[src/rtl/operand_sequencer.sv]
// operand_sequencer
// -----------------
// Collects eight 32-bit operand words from an upstream valid/ready stream
// into the operand registers i1..i8, fires a one-cycle start pulse to a
// compute core, waits (bounded by TIMEOUT cycles) for the core's done flag,
// then presents the captured result downstream on a valid/ready handshake.
// A core that never answers yields out_data = 0 with out_err = 1.
//
// Ports
//   clk        : sole clock, rising edge
//   rst        : synchronous, active-high reset
//   in_valid   : upstream operand word valid
//   in_data    : upstream operand word (32 bits)
//   in_ready   : block accepts an operand word this cycle (LOAD only)
//   start      : registered one-cycle launch pulse to the core
//   i1..i8     : operand registers driven to the core
//   result_in  : result from the core
//   done_in    : core completion flag (only looked at in WAIT)
//   out_valid  : captured result available
//   out_data   : captured result (0 on timeout)
//   out_err    : out_data invalid because the core timed out
//   out_ready  : downstream accepts out_data
//   busy       : high in every state except LOAD
module operand_sequencer #(
    parameter int TIMEOUT = 1024
) (
    input  logic        clk,
    input  logic        rst,
    input  logic        in_valid,
    input  logic [31:0] in_data,
    output logic        in_ready,
    output logic        start,
    output logic [31:0] i1,
    output logic [31:0] i2,
    output logic [31:0] i3,
    output logic [31:0] i4,
    output logic [31:0] i5,
    output logic [31:0] i6,
    output logic [31:0] i7,
    output logic [31:0] i8,
    input  logic [31:0] result_in,
    input  logic        done_in,
    output logic        out_valid,
    output logic [31:0] out_data,
    output logic        out_err,
    input  logic        out_ready,
    output logic        busy
);

    // Timeout counter only needs to reach TIMEOUT-1.
    localparam int TW = (TIMEOUT > 1) ? $clog2(TIMEOUT) : 1;
    localparam logic [TW-1:0] TLAST = TW'(TIMEOUT - 1);

    typedef enum logic [1:0] {
        ST_LOAD   = 2'd0,
        ST_LAUNCH = 2'd1,
        ST_WAIT   = 2'd2,
        ST_OUT    = 2'd3
    } state_t;

    state_t          state_r;
    state_t          nxt_state_s;
    logic [2:0]      cnt_r;
    logic [TW-1:0]   tcnt_r;
    logic [31:0]     ops_r [8];
    logic            start_r;
    logic [31:0]     out_data_r;
    logic            out_err_r;

    logic            load_fire_s;
    logic            capture_s;
    logic            timeout_s;
    logic            release_s;

    // Next-state and per-cycle event decode.
    always_comb begin
        nxt_state_s = state_r;
        load_fire_s = 1'b0;
        capture_s   = 1'b0;
        timeout_s   = 1'b0;
        release_s   = 1'b0;
        case (state_r)
            ST_LOAD: begin
                if (in_valid) begin
                    load_fire_s = 1'b1;
                    if (cnt_r == 3'd7) begin
                        nxt_state_s = ST_LAUNCH;
                    end else begin
                        nxt_state_s = ST_LOAD;
                    end
                end else begin
                    nxt_state_s = ST_LOAD;
                end
            end
            ST_LAUNCH: begin
                nxt_state_s = ST_WAIT;
            end
            ST_WAIT: begin
                // A real completion wins over a timeout on the same cycle.
                if (done_in) begin
                    capture_s   = 1'b1;
                    nxt_state_s = ST_OUT;
                end else if (tcnt_r == TLAST) begin
                    timeout_s   = 1'b1;
                    nxt_state_s = ST_OUT;
                end else begin
                    nxt_state_s = ST_WAIT;
                end
            end
            ST_OUT: begin
                if (out_ready) begin
                    release_s   = 1'b1;
                    nxt_state_s = ST_LOAD;
                end else begin
                    nxt_state_s = ST_OUT;
                end
            end
            default: begin
                nxt_state_s = ST_LOAD;
            end
        endcase
    end

    // State register and registered launch pulse.
    always_ff @(posedge clk) begin
        if (rst) begin
            state_r <= ST_LOAD;
            start_r <= 1'b0;
        end else begin
            state_r <= nxt_state_s;
            start_r <= (nxt_state_s == ST_LAUNCH);
        end
    end

    // Operand slot counter; wraps to 0 on the eighth transfer.
    always_ff @(posedge clk) begin
        if (rst) begin
            cnt_r <= 3'd0;
        end else if (release_s) begin
            cnt_r <= 3'd0;
        end else if (load_fire_s) begin
            cnt_r <= cnt_r + 3'd1;
        end else begin
            cnt_r <= cnt_r;
        end
    end

    // Timeout counter: cleared while launching so it starts at 0 in WAIT.
    always_ff @(posedge clk) begin
        if (rst) begin
            tcnt_r <= '0;
        end else if (state_r == ST_LAUNCH) begin
            tcnt_r <= '0;
        end else if ((state_r == ST_WAIT) && !done_in && !timeout_s) begin
            tcnt_r <= tcnt_r + TW'(1);
        end else begin
            tcnt_r <= tcnt_r;
        end
    end

    // Operand registers: written only by LOAD transfers.
    always_ff @(posedge clk) begin
        if (rst) begin
            for (int k = 0; k < 8; k++) begin
                ops_r[k] <= 32'd0;
            end
        end else if (load_fire_s) begin
            ops_r[cnt_r] <= in_data;
        end else begin
            for (int k = 0; k < 8; k++) begin
                ops_r[k] <= ops_r[k];
            end
        end
    end

    // Result capture: core result on done, zero plus error flag on timeout.
    always_ff @(posedge clk) begin
        if (rst) begin
            out_data_r <= 32'd0;
            out_err_r  <= 1'b0;
        end else if (capture_s) begin
            out_data_r <= result_in;
            out_err_r  <= 1'b0;
        end else if (timeout_s) begin
            out_data_r <= 32'd0;
            out_err_r  <= 1'b1;
        end else begin
            out_data_r <= out_data_r;
            out_err_r  <= out_err_r;
        end
    end

    // Handshake flags decode from the state register only.
    assign in_ready  = (state_r == ST_LOAD);
    assign busy      = (state_r != ST_LOAD);
    assign out_valid = (state_r == ST_OUT);
    assign start     = start_r;
    assign out_data  = out_data_r;
    assign out_err   = out_err_r;

    assign i1 = ops_r[0];
    assign i2 = ops_r[1];
    assign i3 = ops_r[2];
    assign i4 = ops_r[3];
    assign i5 = ops_r[4];
    assign i6 = ops_r[5];
    assign i7 = ops_r[6];
    assign i8 = ops_r[7];

endmodule

[config.mk]
export PLATFORM = sky130hd
export DESIGN_NAME = operand_sequencer
export DESIGN_NICKNAME = d
export VERILOG_FILES = /design/src/rtl/operand_sequencer.sv
export SDC_FILE = /design/constraint.sdc
export NUM_CORES = 1
export LEC_CHECK = 0
export ABC_AREA = 1
export BUFFER_PORTS_ARGS = -buffer_cell sky130_fd_sc_hd__buf_2
export CAP_MARGIN = 30
export CORE_MARGIN = 2
export CORE_UTILIZATION = 51
export DETAILED_ROUTE_END_ITERATION = 16
export PLACE_DENSITY_LB_ADDON = 0.1
export REMOVE_ABC_BUFFERS = 1
export SLEW_MARGIN = 5
export SYNTH_ARGS = -nofsm -noshare
export SYNTH_HDL_FRONTEND = slang
export SYNTH_SLANG_ARGS = --single-unit
[constraint.sdc]
create_clock -name clk -period 2.9 [get_ports clk]
set_input_delay 0.87 -clock clk [delete_from_list [all_inputs] [get_ports clk]]
set_output_delay 0.87 -clock clk [all_outputs]
set_load 0.02 [all_outputs]
Word-level counts from Yosys, hierarchy flattened
Memories as Yosys holds them, arrays and structs flattened. Cells that the tools add are included.

Register bits after elaboration: 49. Memories: 1. Bits of input ports: 69. Bits in writable memories: 256. Logic and storage cells: 70.

Memory list: ops_r (depth 8, bits a word 32, rd ports 8, clocked after Yosys merged registers in 0, wr ports 8, line 65) `logic [31:0] ops_r [8];`.

Add/sub/neg operators: 2. Bitwise operators: 8. Reduce and logical (&&, ||, !) cells: 11. Eq/ne operators: 6. Mux-type cells: 36.

Operators with widths (number): 32-bit two-way mux (11); 32-bit OR reduction (1); 1-bit two-way mux (21); 10-bit by 1-bit adder with 10-bit output (second input constant) (1); 10-bit == test (second input constant) (1); 1-bit bitwise OR (8); 2-bit one-hot mux with 4 select lines (1); 2-bit OR reduction (3); 2-bit by 1-bit == test with 1-bit output (second input constant) (2); 2-bit == test (second input constant) (2); 2-bit two-way mux (2); 2-bit nonzero test (2); 3-bit by 1-bit adder with 3-bit output (second input constant) (1); 3-bit == test (second input constant) (1); 3-bit two-way mux (1); 1-bit logical AND (2); 1-bit zero test (2); 2-bit zero test (1).

Depth between registers and ports, before layout
Gate-level depths: netlist (run 1).

Word-level depth: 7. Mapped depth: 8.

Least setup slack after synthesis (run 1)
OpenSTA, ideal clock, no wires.

Kind: in2reg. Start point: in rst. End point: mem ops_r[5][0] (enable). Arrival time: 2143 ps. Path buffers: 2. Path slack: 368 ps. Required time: 2511 ps. Stages: 5. Setup time: 389 ps. Cell sequence: buf_4 -> nor2_8 -> nand2_4 -> buf_6 -> nand2_1.

RTL lines: from (decl) (line 28) `input logic rst,`; to (decl) (line 65).

Final worst setup path (run 1)
Start point: reg state_r[1]. End point: out busy.

Longest elaborated chain between the ends: 1.

RTL lines: from (decl) (line 61) `state_t state_r;`; from (signal assigned) (line 130) `state_r <= nxt_state_s;`; 2-bit nonzero test (line 195) `assign busy = (state_r != ST_LOAD);`; to (decl) (line 47) `output logic busy`.

No other way between the ends.

==> metrics.txt, run 1 <==
Hold Vio Cnt, Final=0; WL per Instance=19.5 um; min Tclk post-route=about 2.2 ns; synth warn=0; fill cell count=between 1,500 and 2,000; Worst Setup Start Kind=flop; routability cong.=0.801; Comb pwr share=between 8 and 9%; clk slew on worst S/H paths=about 0.060 ns; initial core utilization=51.9%; remaining global-route overflow=0; TritonCTS clock tree=built; endpoints failing setup=0; Flop pwr share=52.7%; largest net degree at the start of global routing=35; Leak=6.49 nW; WL final=around 30,000 um; Root Buffer=clkbuf_16; die height=153 um; CP Data Required Time=2.03 ns; HP Class=reg -> reg; f_max=452 MHz; first-pass GRT wire length=45,300 um; vias in the first global route=around 7,500; Pins Over Slew Limit=0; via-per-instance ratio=5.06; Mapped Avg Cell Area=~13 um^2; Setup WS pre-CTS=0.354 ns; Cell Area, Synth=11,300 um^2; clock buffer depth=3; ys async rst share=0%; top_reg_cell synth=edfxtp_1; internal power=slightly above 7 mW; HPWL after detailed placement=21,200 um; Num CTS Buffers=31; Layout Nets=1,321; period utilization=roughly three quarters; status=finished, final reports clean; Hold Path Stages=2; Sw Ratio=23.3%; core box area=21,800 um^2; max_slew headroom=52.3%; EDFF count, synth=around 260; R2R cell count=6; htree depth=1; #FFs+latches synth=305; 1st-iter DRT viols=590; Port Buf Inserts=361; synthesized instance count=between 800 and 900; NetSw=2.21 mW; critical path class=reg -> out; Critical Path End Type=output port; max_cap viols=0; layout cells sized above 1=between 30 and 40%; setup_tns=0 ns; drt first pass iters=5; RSZ-0062 raised after global routing=no; Yosys cell types=28; clk_skew=between 0.02 and 0.025 ns; worst slew pin tran=0.715 ns; die width=153 um; Routed Antenna Nets=0; Setup Fix Bufs, Post-CTS=0; Skew-Pair Late Insertion Delay=0.55 ns; Die Area=between 20,000 and 25,000 um^2; area share of the largest cell type after synthesis=68.1%; Critical Path Fanout Max=5; PwrDens=663 nW/um^2; DRC=0; Yosys top cell by area=edfxtp_1; Inserted Diodes=0; floorplan row count=54; top post-synthesis cells by count=266 x nor2_1, 256 x edfxtp_1, 79 x nand2_1; Global Route Usage Sum=25.2%; # resized after CTS=0; Syn-to-layout area delta=26.6%; Worst Slack Setup Final=0.689 ns; io pins=around 360; clock power share=between 30% and 40%; crit path DAT=1.34 ns; count leader, synth=nor2_1; synth top area cells=edfxtp_1 68%, nor2_1 8.8%, dfxtp_1 8.7%; maximum VDD drop=around 0.40 mV; CTS sink cnt=305; DR vias=7,851; hold_buf cts=0; sequential fraction of the synthesis area=76.8%; initial antenna violation count=0
[sequential cells by signal (all words and copies together) (netlist names)]
| signal | count |
|---|---|
| ops_r | 256 |
| out_data | 32 |
| tcnt_r | 10 |
| cnt_r | 3 |
| state_r | 2 |
| out_err | 1 |
| start | 1 |
[kinds of logic (layout without fill, tap and decap cells)]
| logic type | count (synthesis) | in the layout | synth area share, % |
|---|---|---|---|
| simple gates | 407 | 407 | 15.2 |
| flops | 305 | 305 | 76.8 |
| xor+xnor | 4 | 4 | 0.310 |
| fa+ha+maj | 3 | 3 | 0.333 |
| compound gates | 51 | 51 | 2.34 |
| buf+inv | 98 | 501 | 5.05 |
[worst max-delay path, stage by stage, from the launching register on]
cell     delay [ns]
dfxtp_1        0.37
nor2_4         0.23
inv_1          0.06
buf_2          0.15
[worst paths after layout]
check | start | end | slack [ns]
hold / removal | out_err | out_err | 0.47
setup reg to reg | tcnt_r[0] | out_data[18] | 0.87
setup / recovery | state_r[1] | busy | 0.69
hold reg to reg | out_err | out_err | 0.47
[metrics by stage]
stage | instance area, um^2 | hold WS, ns | cells | utilization, % | total power [mW]
3_3_place_gp | 13400 | 0.452 | 1496 | 61.4 | 5.87
6_report | 14300 | 0.467 | 1551 | 65.7 | 9.48
3_5_place_dp | 13400 | 0.463 | 1496 | 61.4 | 5.88
5_1_grt | 14300 | 0.496 | 1551 | 65.7 | 9.76
2_1_floorplan | 10900 | 0.468 | 831 | - | 5.49
4_1_cts | 14300 | 0.473 | 1551 | 65.7 | 9.55
[power by group through the flow]
stage	clock network (mW)	logic, mW	registers [mW]
2_1_floorplan	0	0.165	5.32
3_3_place_gp	0	0.785	5.09
3_5_place_dp	0	0.795	5.09
4_1_cts	3.75	0.796	5.00
5_1_grt	3.92	0.833	5.01
6_report	3.70	0.787	5.00
[metal layers]
metal	part of all wire (%)	up-vias	global-route usage, %
met3	7.5	47	4.86
met1	39	3770	32.6
met4	2.6	0	6.35
li1	-	3673	-
met5	0	-	0
met2	51	361	44.2
[final cells by class]
type                       instances  area, um^2  share of cell area, %
inverter                          61         229                   1.60
tap                              280         350                   2.45
timing repair buffer             385        2040                   14.3
multi-input combinational        465        2070                   14.5
sequential                       305        8670                   60.7
clock inverter                    16         130                  0.911
clock buffer                      39         806                   5.64
[placed cells by master, fill, tap and decap left out]
cell type and n:
nand2_2 9, buf_4 20, nand2_1 71, xor2_1 3, inv_1 58, clkinv_1 6, inv_2 2, xnor2_1 1
clkinv_2 7, ha_1 3, clkbuf_1 8, nor2_1 266, buf_2 361, o22ai_1 1, nor2_2 5, nand4_1 4
dfxtp_1 49, nand2_4 5, o21ai_0 5, nand3_1 36, buf_12 4, edfxtp_1 256, a211oi_2 1, bufinv_16 2
inv_8 1, nand3_2 6, nor2_4 2, clkinvlp_2 1, nor3_2 1, clkbuf_16 31, a21oi_1 44, nor2_8 1
nor3_1 1
Note: power is estimated with default switching activity, not from simulation.
==> inputs of run 2 (changes only) <==
- ABC_AREA: 1 -> 0
- clock period: 2.9 -> 2.1 ns (I/O delays scaled with it)
==> metrics.txt, run 2 <==
status=finished, final reports clean; HP Class=in -> reg; clk_skew=0.00687 ns (-0.0167 ns); max_cap viols=0 (unchanged); die width=154 um (+0.84%); clock buffer depth=3 (unchanged); die height=154 um (+0.84%); Cell Chain, Critical Path=buf_6 -> and2_2 -> buf_2; HPWL after detailed placement=20,800 um (-2.2%); synth top area cells=edfxtp_1 67%, and2_1 14%, dfxtp_1 8.5%; top_reg_cell synth=edfxtp_1; Hold Path Stages=3 (+1); Pins Over Slew Limit=0 (unchanged); remaining global-route overflow=0 (unchanged); Final Hold Slack=0.324 ns (-0.143 ns); WL per Instance=20.1 um (+3.1%); routability cong.=0.814 (+1.6%); critical path class=reg -> out; critical path's top delay family=flip-flops; Inserted Diodes=0 (unchanged); Worst Setup Start Kind=flop; Skew-Pair Late Insertion Delay=0.54 ns (about the same); Post-Layout Inst Area=15,000 um^2 (+5.2%); Post-Place Cell Area=14,000 um^2 (+5.0%); Layout Nets=1,262 (-4.5%); Critical Path End Type=output port; WL final=30,100 um (-0.73%); CTS sink cnt=305 (unchanged); Die Area=23,700 um^2 (+1.7%); core box area=22,000 um^2 (+0.93%); via-per-instance ratio=5.12 (+1.2%); TritonCTS clock tree=built; endpoints failing setup=0 (unchanged); Critical Path Fanout Max=9 (+4); io pins=362 (unchanged); layout cells sized above 1=38.6% (+2.4 points); Cell Area, Synth=11,500 um^2 (+1.7%); clock power share=40.2% (+1.2 points); htree depth=1 (unchanged); vias in the first global route=7,621 (+1.2%); period utilization=97.2%; NetSw=2.96 mW (+34%); Yosys top cell by area=edfxtp_1; min Tclk post-route=2.04 ns; synthesized instance count=798 (-8.1%); CP max stage delay=0.39 ns (+0.02 ns); Hold Vio Cnt, Final=0 (unchanged); worst reg2reg setup slack=0.30 ns (-0.57 ns); Yosys cell types=35 (+25%); Global Route Usage Sum=25.0% (-0.21 points); most frequent cells in the layout=361 x buf_2, 256 x and2_1, 256 x edfxtp_1, 48 x dfxtp_1, 47 x a21oi_1; initial core utilization=52.3% (+0.41 points); Sw Ratio=22.5% (-0.83 points); crit path DAT=1.41 ns (+0.07 ns); 1st-iter DRT viols=531 (-10%); #FFs+latches synth=305 (unchanged); reg2reg start=state_r[1]; max_slew headroom=50.3% (-2.0 points); DR vias=7,656 (-2.5%); largest net degree at the start of global routing=39 (+11%); r2r endpoint=ops_r[3][4]; Port Buf Inserts=361 (unchanged); EDFF count, synth=256 (unchanged); CP Data Required Time=1.47 ns (-0.56 ns); first-pass GRT wire length=45,200 um (-0.36%); clk slew on worst S/H paths=0.06 ns (about the same); worst slew pin tran=0.742 ns (+0.0268 ns); maximum VDD drop=0.590 mV (+49%); R2R cell count=5 (-1); ys async rst share=0% (unchanged); Mapped Avg Cell Area=14.4 um^2 (+11%); drt first pass iters=5 (unchanged); Crit-path slowest cell=dfxtp_1; Crit path buffers/inverters=2 (unchanged); f_max=490 MHz; Tot Pwr=13.2 mW (+39%); setup_tns=0 ns (unchanged); initial antenna violation count=2 (+2); top post-synthesis cells by count=256 x and2_1, 256 x edfxtp_1, 49 x dfxtp_1; commonest non-fill, non-tap cell in the layout=buf_2; WHS Endpoint=out_data[13]; internal power=10.2 mW (+41%); Routed Antenna Nets=0 (unchanged); synth warn=0 (unchanged); Comb pwr share=7.8% (-0.5 points); RSZ-0062 raised after global routing=no; floorplan row count=54 (unchanged); Root Buffer=clkbuf_16; Syn-to-layout area delta=30.9%; Flop pwr share=52.0% (-0.7 points); PwrDens=877 nW/um^2 (+32%); DRC=0 (unchanged); hold_buf cts=0 (unchanged); Leak=6.46 nW (-0.46%); Reg with most FFs=ops_r; area share of the largest cell type after synthesis=66.9% (-1.2 points); Worst Hold Launch=result_in[13]; sequential fraction of the synthesis area=75.5% (-1.3 points); number of flip-flops under the largest register name=256 (unchanged); Num CTS Buffers=31 (unchanged)
==> run 2: cell types whose count changed after synthesis, sizes merged, moves of 32 or more <==
cell,change
buf,-32
clkbuf,+36
inv,-55
nand3,-36
and2,+257
nand2,-41
o21ai,+32
nor2,-265
==> run 2: power by group through the flow <==
stage                     clock, mW  sequential (mW)  combinational, mW
after floorplan                   0             7.28              0.152
after global placement            0             6.98               1.02
after detailed placement          0             6.98               1.03
after CTS                      5.37             6.86               1.03
after global routing           5.58             6.87               1.08
final                          5.30             6.85               1.02
==> run 2: cells by family (layout without fill, tap and decap cells) <==
family	after synthesis	count (layout)	share of synthesized area, %
buf+inv	46	462	1.58
fa+ha+maj	3	3	0.327
flops	305	305	75.5
compound gates	94	94	4.42
xor+xnor	1	1	0.0763
simple gates	349	349	18.1
==> run 2: repair_timing <==
action / 4_1_cts / 5_1_grt
setup endpoints to repair: 2 / 1
resized for setup: 2 / 2
buffers inserted: 0 / 0
cloned: 0 / 0
==> run 2: stage by stage <==
stage               setup slack [ns]  utilization, %  std cells
finish                        0.0596            68.4       1494
global route                  0.0135            68.4       1494
CTS                           0.0179            68.3       1493
detailed placement           -0.0401            63.8       1436
global placement             0.00180            63.8       1436
floorplan                      -1.05               -        757
==> run 2: layout make-up <==
type | count | area, um^2
clock inverter | 15 | 153
timing repair buffer | 400 | 2310
tap | 280 | 350
multi-input combinational | 447 | 2700
inverter | 5 | 18.8
sequential | 305 | 8670
fill | 1597 | 6930
clock buffer | 42 | 827
==> run 2: worst reg2reg max path, stage by stage (launching register included) <==
cell     delay (ns)
dfxtp_2        0.37
nor3b_4        0.32
nand2_1        0.17
nor3_2         0.20
buf_4          0.39
and2_1         0.20
==> run 2: worst max path at each step <==
stage	start	to	slack [ns]	depth (start not counted)
after floorplan	in_valid	ops_r[2][0]	-1.05	4
after global placement	in_valid	ops_r[3][22]	0.002	6
after detailed placement	in_valid	ops_r[3][4]	-0.04	6
after CTS	state_r[0]	out_valid	0.02	3
after global routing	state_r[0]	out_valid	0.01	3
final	state_r[0]	out_valid	0.06	3
==> run 2: routing by layer <==
layer | routed length (um) | up-vias | track usage, % | part of all wire [%]
met5 | 13 | - | 0 | 0.043
met4 | 1010 | 2 | 8.28 | 3.4
met3 | 2340 | 63 | 5.52 | 7.8
met2 | 14700 | 341 | 42.3 | 49
met1 | 12000 | 3669 | 32.3 | 40
li1 | - | 3581 | - | -
